**src/rtl/scaler_hctrl_defs.sv**
```systemverilog
// scaler_hctrl shared definitions: FSM states and
// position accumulator geometry (Q4.16 step, 28-bit pos).
package scaler_hctrl_defs;

  localparam int FRAC_W = 16;
  localparam int ACC_W  = 28;
  localparam int INT_W  = ACC_W - FRAC_W;

  typedef enum logic [1:0] {
    S_IDLE  = 2'd0,
    S_RUN   = 2'd1,
    S_DRAIN = 2'd2,
    S_DONE  = 2'd3
  } state_e;

endpackage

```
**src/rtl/scaler_hctrl_coef_ram.sv**
```systemverilog
// Phase-indexed coefficient table: sync write, comb read.
// SCALER_HCTRL_COEF_INIT_EN: reset loads a bilinear table.
module scaler_hctrl_coef_ram #(
  parameter int PHASE_BITS = 5,
  parameter int CW         = 8,
  parameter int KN         = 4
) (
  input  logic                  clk,
`ifdef SCALER_HCTRL_COEF_INIT_EN
  input  logic                  rst,
`endif
  input  logic                  we,
  input  logic [PHASE_BITS-1:0] waddr,
  input  logic [CW*KN-1:0]      wdata,
  input  logic [PHASE_BITS-1:0] raddr,
  output logic [CW*KN-1:0]      rdata
);

  localparam int DEPTH = 2 ** PHASE_BITS;

  logic [CW*KN-1:0] mem_q [DEPTH];

`ifdef SCALER_HCTRL_COEF_INIT_EN
  // Bilinear row: weight splits between the two centre taps.
  function automatic logic [CW*KN-1:0] bilin(input int p);
    logic [CW*KN-1:0] r;
    r = '0;
    r[CW*1 +: CW] = CW'(64 - 2 * p);
    r[CW*2 +: CW] = CW'(2 * p);
    return r;
  endfunction

  // Table write, or bilinear preload on reset.
  always_ff @(posedge clk) begin
    if (rst) begin
      for (int p = 0; p < DEPTH; p++) begin
        mem_q[p] <= bilin(p);
      end
    end else if (we) begin
      mem_q[waddr] <= wdata;
    end
  end
`else
  // Table write; contents survive reset.
  always_ff @(posedge clk) begin
    if (we) begin
      mem_q[waddr] <= wdata;
    end
  end
`endif

  assign rdata = mem_q[raddr];

endmodule

```
**src/rtl/scaler_hctrl.sv**
```systemverilog
// Horizontal scaler control: window fetch, phase step, DSP feed.
// SCALER_HCTRL_COEF_INIT_EN: bilinear coefficient preload on reset.
module scaler_hctrl
  import scaler_hctrl_defs::*;
#(
  parameter int KERNEL_MAX           = 4,
  parameter int KERNEL_COEF_BITWIDTH = 8,
  parameter int VRLT_BITWIDTH        = 18,
  parameter int PHASE_BITS           = 5,
  parameter int WIDTH_BITS           = 12
) (
  input  logic                      clk,
  input  logic                      rst,
  input  logic [WIDTH_BITS-1:0]     cfg_src_w,
  input  logic [WIDTH_BITS-1:0]     cfg_dst_w,
  input  logic [19:0]               cfg_step,
  input  logic                      start,
  output logic                      busy,
  output logic                      line_done,
  output logic                      cfg_err,
  input  logic                      coef_we,
  input  logic [PHASE_BITS-1:0]     coef_addr,
  input  logic [KERNEL_COEF_BITWIDTH*KERNEL_MAX-1:0] coef_wdata,
  input  logic                      s_valid,
  output logic                      s_ready,
  input  logic [VRLT_BITWIDTH-1:0]  s_data,
  output logic                      dsp_en,
  output logic [KERNEL_COEF_BITWIDTH*KERNEL_MAX-1:0] dsp_coef,
  output logic [VRLT_BITWIDTH*KERNEL_MAX-1:0] dsp_vrlt
);

  localparam int CW = KERNEL_COEF_BITWIDTH * KERNEL_MAX;
  localparam int VW = VRLT_BITWIDTH;
  localparam int KW = $clog2(KERNEL_MAX + 1);
  localparam int EW = INT_W + 1;

  state_e                 state_q;
  logic [WIDTH_BITS-1:0]  src_w_q, dst_w_q;
  logic [WIDTH_BITS-1:0]  acc_cnt_q, out_cnt_q;
  logic [19:0]            step_q;
  logic [ACC_W-1:0]       pos_q;
  logic [INT_W-1:0]       b_q;
  logic [KW-1:0]          cnt_q;
  logic [VW-1:0]          win_q [KERNEL_MAX];
  logic [VW-1:0]          last_q;
  logic                   busy_q, line_done_q, cfg_err_q, dsp_en_q;
  logic [CW-1:0]          dsp_coef_q;
  logic [VW*KERNEL_MAX-1:0] dsp_vrlt_q;

  logic [INT_W-1:0]       n;
  logic [PHASE_BITS-1:0]  phase;
  logic [EW-1:0]          e;
  logic                   full, need_px, want_app, do_app, issue, cfg_bad;
  logic [VW-1:0]          new_px;
  logic [CW-1:0]          coef_rd;
  logic [VW*KERNEL_MAX-1:0] win_flat;

  assign n     = pos_q[ACC_W-1:FRAC_W];
  assign phase = pos_q[FRAC_W-1 -: PHASE_BITS];
  assign full  = cnt_q == KW'(KERNEL_MAX);
  // e: padded-stream index of the next entry to append
  assign e     = {1'b0, b_q} + EW'(cnt_q);
  // E[0] fetches p0; E[1] and right pads reuse the last pixel
  assign need_px = (e == '0) ||
                   (e >= EW'(2) && e <= EW'(src_w_q));
  assign want_app = (state_q == S_RUN) && (!full || b_q < n);
  assign do_app   = want_app && (!need_px || s_valid);
  assign new_px   = need_px ? s_data : last_q;
  assign issue    = (state_q == S_RUN) && full && (b_q == n);
  assign cfg_bad  = (cfg_step == '0) || (cfg_src_w == '0) ||
                    (cfg_dst_w == '0);

  assign s_ready = (want_app && need_px) || (state_q == S_DRAIN);

  // Flatten the window into DSP lane order.
  always_comb begin
    win_flat = '0;
    for (int t = 0; t < KERNEL_MAX; t++) begin
      win_flat[t*VW +: VW] = win_q[t];
    end
  end

  scaler_hctrl_coef_ram #(
    .PHASE_BITS (PHASE_BITS),
    .CW         (KERNEL_COEF_BITWIDTH),
    .KN         (KERNEL_MAX)
  ) u_coef (
    .clk   (clk),
`ifdef SCALER_HCTRL_COEF_INIT_EN
    .rst   (rst),
`endif
    .we    (coef_we && !busy_q),
    .waddr (coef_addr),
    .wdata (coef_wdata),
    .raddr (phase),
    .rdata (coef_rd)
  );

  // Line FSM with window, accumulator and registered outputs.
  always_ff @(posedge clk) begin
    if (rst) begin
      state_q     <= S_IDLE;
      src_w_q     <= '0;
      dst_w_q     <= '0;
      step_q      <= '0;
      acc_cnt_q   <= '0;
      out_cnt_q   <= '0;
      pos_q       <= '0;
      b_q         <= '0;
      cnt_q       <= '0;
      last_q      <= '0;
      busy_q      <= 1'b0;
      line_done_q <= 1'b0;
      cfg_err_q   <= 1'b0;
      dsp_en_q    <= 1'b0;
      dsp_coef_q  <= '0;
      dsp_vrlt_q  <= '0;
      for (int i = 0; i < KERNEL_MAX; i++) begin
        win_q[i] <= '0;
      end
    end else begin
      line_done_q <= 1'b0;
      cfg_err_q   <= 1'b0;
      dsp_en_q    <= 1'b0;
      unique case (state_q)
        S_IDLE: begin
          if (start && cfg_bad) begin
            cfg_err_q <= 1'b1;
          end else if (start) begin
            src_w_q   <= cfg_src_w;
            dst_w_q   <= cfg_dst_w;
            step_q    <= cfg_step;
            acc_cnt_q <= '0;
            out_cnt_q <= '0;
            pos_q     <= '0;
            b_q       <= '0;
            cnt_q     <= '0;
            busy_q    <= 1'b1;
            state_q   <= S_RUN;
          end
        end
        S_RUN: begin
          if (do_app) begin
            if (need_px) begin
              acc_cnt_q <= acc_cnt_q + 1'b1;
              last_q    <= s_data;
            end
            if (full) begin
              for (int i = 0; i < KERNEL_MAX - 1; i++) begin
                win_q[i] <= win_q[i+1];
              end
              win_q[KERNEL_MAX-1] <= new_px;
              b_q <= b_q + 1'b1;
            end else begin
              for (int i = 0; i < KERNEL_MAX; i++) begin
                if (KW'(i) == cnt_q) begin
                  win_q[i] <= new_px;
                end
              end
              cnt_q <= cnt_q + 1'b1;
            end
          end
          if (issue) begin
            dsp_en_q   <= 1'b1;
            dsp_coef_q <= coef_rd;
            dsp_vrlt_q <= win_flat;
            pos_q      <= pos_q + ACC_W'(step_q);
            out_cnt_q  <= out_cnt_q + 1'b1;
            if (out_cnt_q + 1'b1 == dst_w_q) begin
              if (acc_cnt_q < src_w_q) begin
                state_q <= S_DRAIN;
              end else begin
                state_q     <= S_DONE;
                line_done_q <= 1'b1;
              end
            end
          end
        end
        S_DRAIN: begin
          if (s_valid) begin
            acc_cnt_q <= acc_cnt_q + 1'b1;
            if (acc_cnt_q + 1'b1 == src_w_q) begin
              state_q     <= S_DONE;
              line_done_q <= 1'b1;
            end
          end
        end
        S_DONE: begin
          busy_q  <= 1'b0;
          state_q <= S_IDLE;
        end
      endcase
    end
  end

  assign busy      = busy_q;
  assign line_done = line_done_q;
  assign cfg_err   = cfg_err_q;
  assign dsp_en    = dsp_en_q;
  assign dsp_coef  = dsp_coef_q;
  assign dsp_vrlt  = dsp_vrlt_q;

endmodule
```
**config.mk**
```make
export PLATFORM = sky130hd
export DESIGN_NAME = scaler_hctrl
export DESIGN_NICKNAME = d
export VERILOG_FILES = /design/src/rtl/scaler_hctrl_defs.sv /design/src/rtl/scaler_hctrl_coef_ram.sv /design/src/rtl/scaler_hctrl.sv
export SDC_FILE = /design/constraint.sdc
export NUM_CORES = 1
export LEC_CHECK = 0
export BUFFER_PORTS_ARGS = -buffer_cell sky130_fd_sc_hd__clkbuf_2
export CAP_MARGIN = 30
export CELL_PAD_IN_SITES_DETAIL_PLACEMENT = 1
export CELL_PAD_IN_SITES_GLOBAL_PLACEMENT = 1
export CORE_ASPECT_RATIO = 1.4
export CORE_MARGIN = 1.5
export CORE_UTILIZATION = 38
export CTS_BUF_LIST = sky130_fd_sc_hd__clkbuf_8
export CTS_CLUSTER_DIAMETER = 40
export DETAILED_ROUTE_END_ITERATION = 10
export PLACE_DENSITY_LB_ADDON = 0.1
export SLEW_MARGIN = 10
export SYNTH_ARGS = -nofsm -noshare
export SYNTH_HDL_FRONTEND = slang
export SYNTH_SLANG_ARGS = --single-unit
```
**constraint.sdc**
```tcl
create_clock -name clk -period 6.14 [get_ports clk]
set_input_delay 1.228 -clock clk [delete_from_list [all_inputs] [get_ports clk]]
set_output_delay 1.228 -clock clk [all_outputs]
set_load 0.03 [all_outputs]
```
==> metrics.cfg <==
[global_routing]
grt_overflow=0
grt_start_max_net_pins=135
grt_pass1_vias=33400
grt_pass1_wl_um=232000
antenna_found_initial=7
track_usage_pct=22.3

[synth]
synth_nets=3426
synth_common_cells=1096 x edfxtp_1, 322 x nand2_1, 320 x mux4_2
synth.cell_area_um2=53900
syn_area_per_cell_um2=16.6
ys_top_cells_by_area=edfxtp_1 61%, mux4_2 13%, dfxtp_1 8.9%
synth_top_area_share_pct=61.0
yosys.cell_types.count=71
synth_ff_type=edfxtp_1
yosys.area.top_type=edfxtp_1
ys_seq_area_share_pct=69.9
ys_warn_count=0
ys_ff_latch=1335
synth_cells=3247
synth.most_common_cell=edfxtp_1
ys_async_sr_fraction_pct=0
synth_edf_count=1096

[pwr]
pwr-share-comb_pct=9.6
ir_worst_vdd_mv=0.200
finalPower_uw=19700
switchingPower_uw=5080
internal_power_uw=14700
power_frac_seq_pct=51.2
pwr-share-clk_pct=39.2
power.share.switching_pct=25.8
powerDensity_nw_per_um2=318
leakage_uw=0.0202

[critical_path]
slowest_delay_ns=0.43
arrival_ns=4.55
cp-start-kind=flip-flop
crit_type=flip-flop to output pin
crit_slowest_cell=fa_1
cp-end-kind=output pin
path_cells=ha_1 -> inv_1 -> fa_1 -> nor2b_4 -> o211ai_1 -> nor2_1 -> xor2_1 -> ha_1 -> nand3_2 -> nor3_1 -> a2111oi_2 -> a21oi_1 -> a211oi_1 -> buf_4 -> nor2_1 -> o21ai_2 -> clkbuf_4
reg2reg_setup_slack_ns=1.43
critPathMaxFanout=5
critical_path_required_ns=4.91

[floorplan]
ios=213
die_height_um=449
num_rows=163
die_w_um=321
core_um2=141000
start_util_pct=38.3
die_area_um2=144000

[place]
place_congestion=0.823
dp_hpwl_um=98000
io_buffers=212
postPlaceCellArea_um2=57700

[sta]
max_freq_ghz=0.173
skew_ns=0.0454
maxSlewHeadroom_pct=29.3
setup_violations=0
worst_pin_slew_ns=1.06
period_share_pct=94.1
tns_ns=0
hold_viol=0
period_needed_ns=5.78
fin_hold_ws_ns=0.455
rsz0062_at_grt=false
slew_violations=0

[detailed_routing]
drtAntennaViolNets=0
wire_per_inst_um=28.1
dr.pass1.iters=5
routed_via_density=5.42
drtIter0Drc=2086
wirelength_um=159000
vias=30700
drcViolationCount=0

[hold_path]
hold_class=flip-flop to flip-flop

[layout]
drive_gt1_share_pct=25.9
final_util_pct=44.1
area_delta_synth_final_pct=15.3
fin_nets=3760
design_area_um2=62100
fillers=13700

[run_status]
status=complete, no violations

[clocking]
numCtsBuffers=214
numClockSinks=1335
root_buffer=clkbuf_8
clk_pin_slew_worst_paths_ns=0.06
cts.htree.levels=4
cts_tree=yes
clk_latency_ns=0.95
clockBufferDepth=3

[run]
cap_violations=0

==> cell usage in the layout, fill, tap and decap left out, types with 21 or more instances in the layout <==
| master | Yosys | routed |
|---|---|---|
| edfxtp_1 | 1096 | 1096 |
| nand2_1 | 322 | 322 |
| mux4_2 | 320 | 320 |
| dfxtp_1 | 239 | 234 |
| clkbuf_8 | 0 | 222 |
| clkbuf_2 | 0 | 210 |
| a21oi_1 | 182 | 182 |
| nor2_1 | 193 | 161 |
| inv_1 | 51 | 112 |
| ha_1 | 73 | 73 |
| buf_4 | 4 | 72 |
| mux2i_1 | 71 | 71 |
| o21ai_0 | 66 | 65 |
| a211oi_1 | 57 | 57 |
| nand3_1 | 46 | 44 |
| clkinv_1 | 0 | 44 |
| xnor2_1 | 43 | 43 |
| clkinv_2 | 0 | 37 |
| nor2_4 | 0 | 32 |
| nor3_1 | 26 | 26 |
| nand4_1 | 22 | 22 |
| xor2_1 | 21 | 21 |
==> power by group through the flow <==
stage	sequential [µW]	clock (µW)	combinational [µW]
final	10100	7730	1900
after global routing	10100	8280	2080
after CTS	10100	7960	1910
after detailed placement	10300	0	1900
after global placement	10300	0	1840
after floorplan	10200	0	1190
==> through the flow <==
stage | setup WS [ns] | instances
global placement | 0.485 | 5250
finish | 0.364 | 5661
floorplan | 0.989 | 3247
CTS | 0.0156 | 5654
global route | 0.00391 | 5661
detailed placement | 0.709 | 5256
==> kinds of logic (layout without fill, tap and decap cells) <==
logic type | count (synthesis) | in the layout | synth area share, %
buffers and inverters | 234 | 750 | 1.69
DFF | 1335 | 1335 | 69.9
muxes | 391 | 391 | 14.7
other | 0 | 1 | 0
AOI/OAI and AO/OA | 430 | 430 | 4.98
xor gates and xnor gates | 64 | 64 | 1.04
and+or+nand+nor | 718 | 718 | 5.91
adders and majority gates | 75 | 75 | 1.77
==> critical path, delay by kind of cell (launching register included) <==
kind	cells	cell delay (ns)
compound gates	5	1.03
flops	1	0.41
simple gates	5	0.60
xor+xnor	1	0.18
fa+ha+maj	3	0.91
buf+inv	3	0.49
==> area by class of cell <==
type / count / area (µm²) / share of cell area (%)
Tap cell: 1897 / 2370 / 3.82
Clock buffer: 221 / 3040 / 4.89
Timing Repair Buffer: 301 / 1990 / 3.21
Clock inverter: 177 / 1240 / 1.99
Multi-Input combinational cell: 1678 / 15600 / 25.1
Inverter: 51 / 191 / 0.308
Antenna cell: 1 / 2.50 / 0.00403
Sequential cell: 1335 / 37700 / 60.7
==> final timing paths <==
check,from,end,cells past startpoint
setup reg to reg,cnt_q[0]$_SDFFE_PP0P_,win_q[1][15]$_SDFFCE_PP0P_,17
hold reg to reg,dsp_vrlt[23]$_SDFFE_PP0P_,dsp_vrlt[23]$_SDFFE_PP0P_,2
hold / removal,dsp_vrlt[23]$_SDFFE_PP0P_,dsp_vrlt[23]$_SDFFE_PP0P_,2
setup / recovery,cnt_q[0]$_SDFFE_PP0P_,s_ready,17
==> layer usage <==
layer  wire length (µm)  global-route usage (%)
met1              62800                    26.5
met2              86500                    40.9
met3               6310                    3.82
met4               3700                    6.30
met5                 54                       0
==> registers in the layout, summed over array words and instances, names as in the netlist <==
name          flops
acc_cnt_q        12
b_q              12
busy              1
cfg_err           1
cnt_q             3
dsp_coef         32
dsp_en            1
dsp_vrlt         72
dst_w_q          12
last_q           18
line_done         1
out_cnt_q        12
pos_q            28
src_w_q          12
state_q           2
step_q           20
u_coef.mem_q   1024
win_q            72
==> timing repair <==
action                                  4_1_cts  5_1_grt
pin swaps                                     0        1
gates resized for setup                       6        2
endpoints found under the setup margin        1        1
hold buffers                                  0        0
setup buffers                                 0        1
Note: power is estimated with default switching activity, not from simulation.
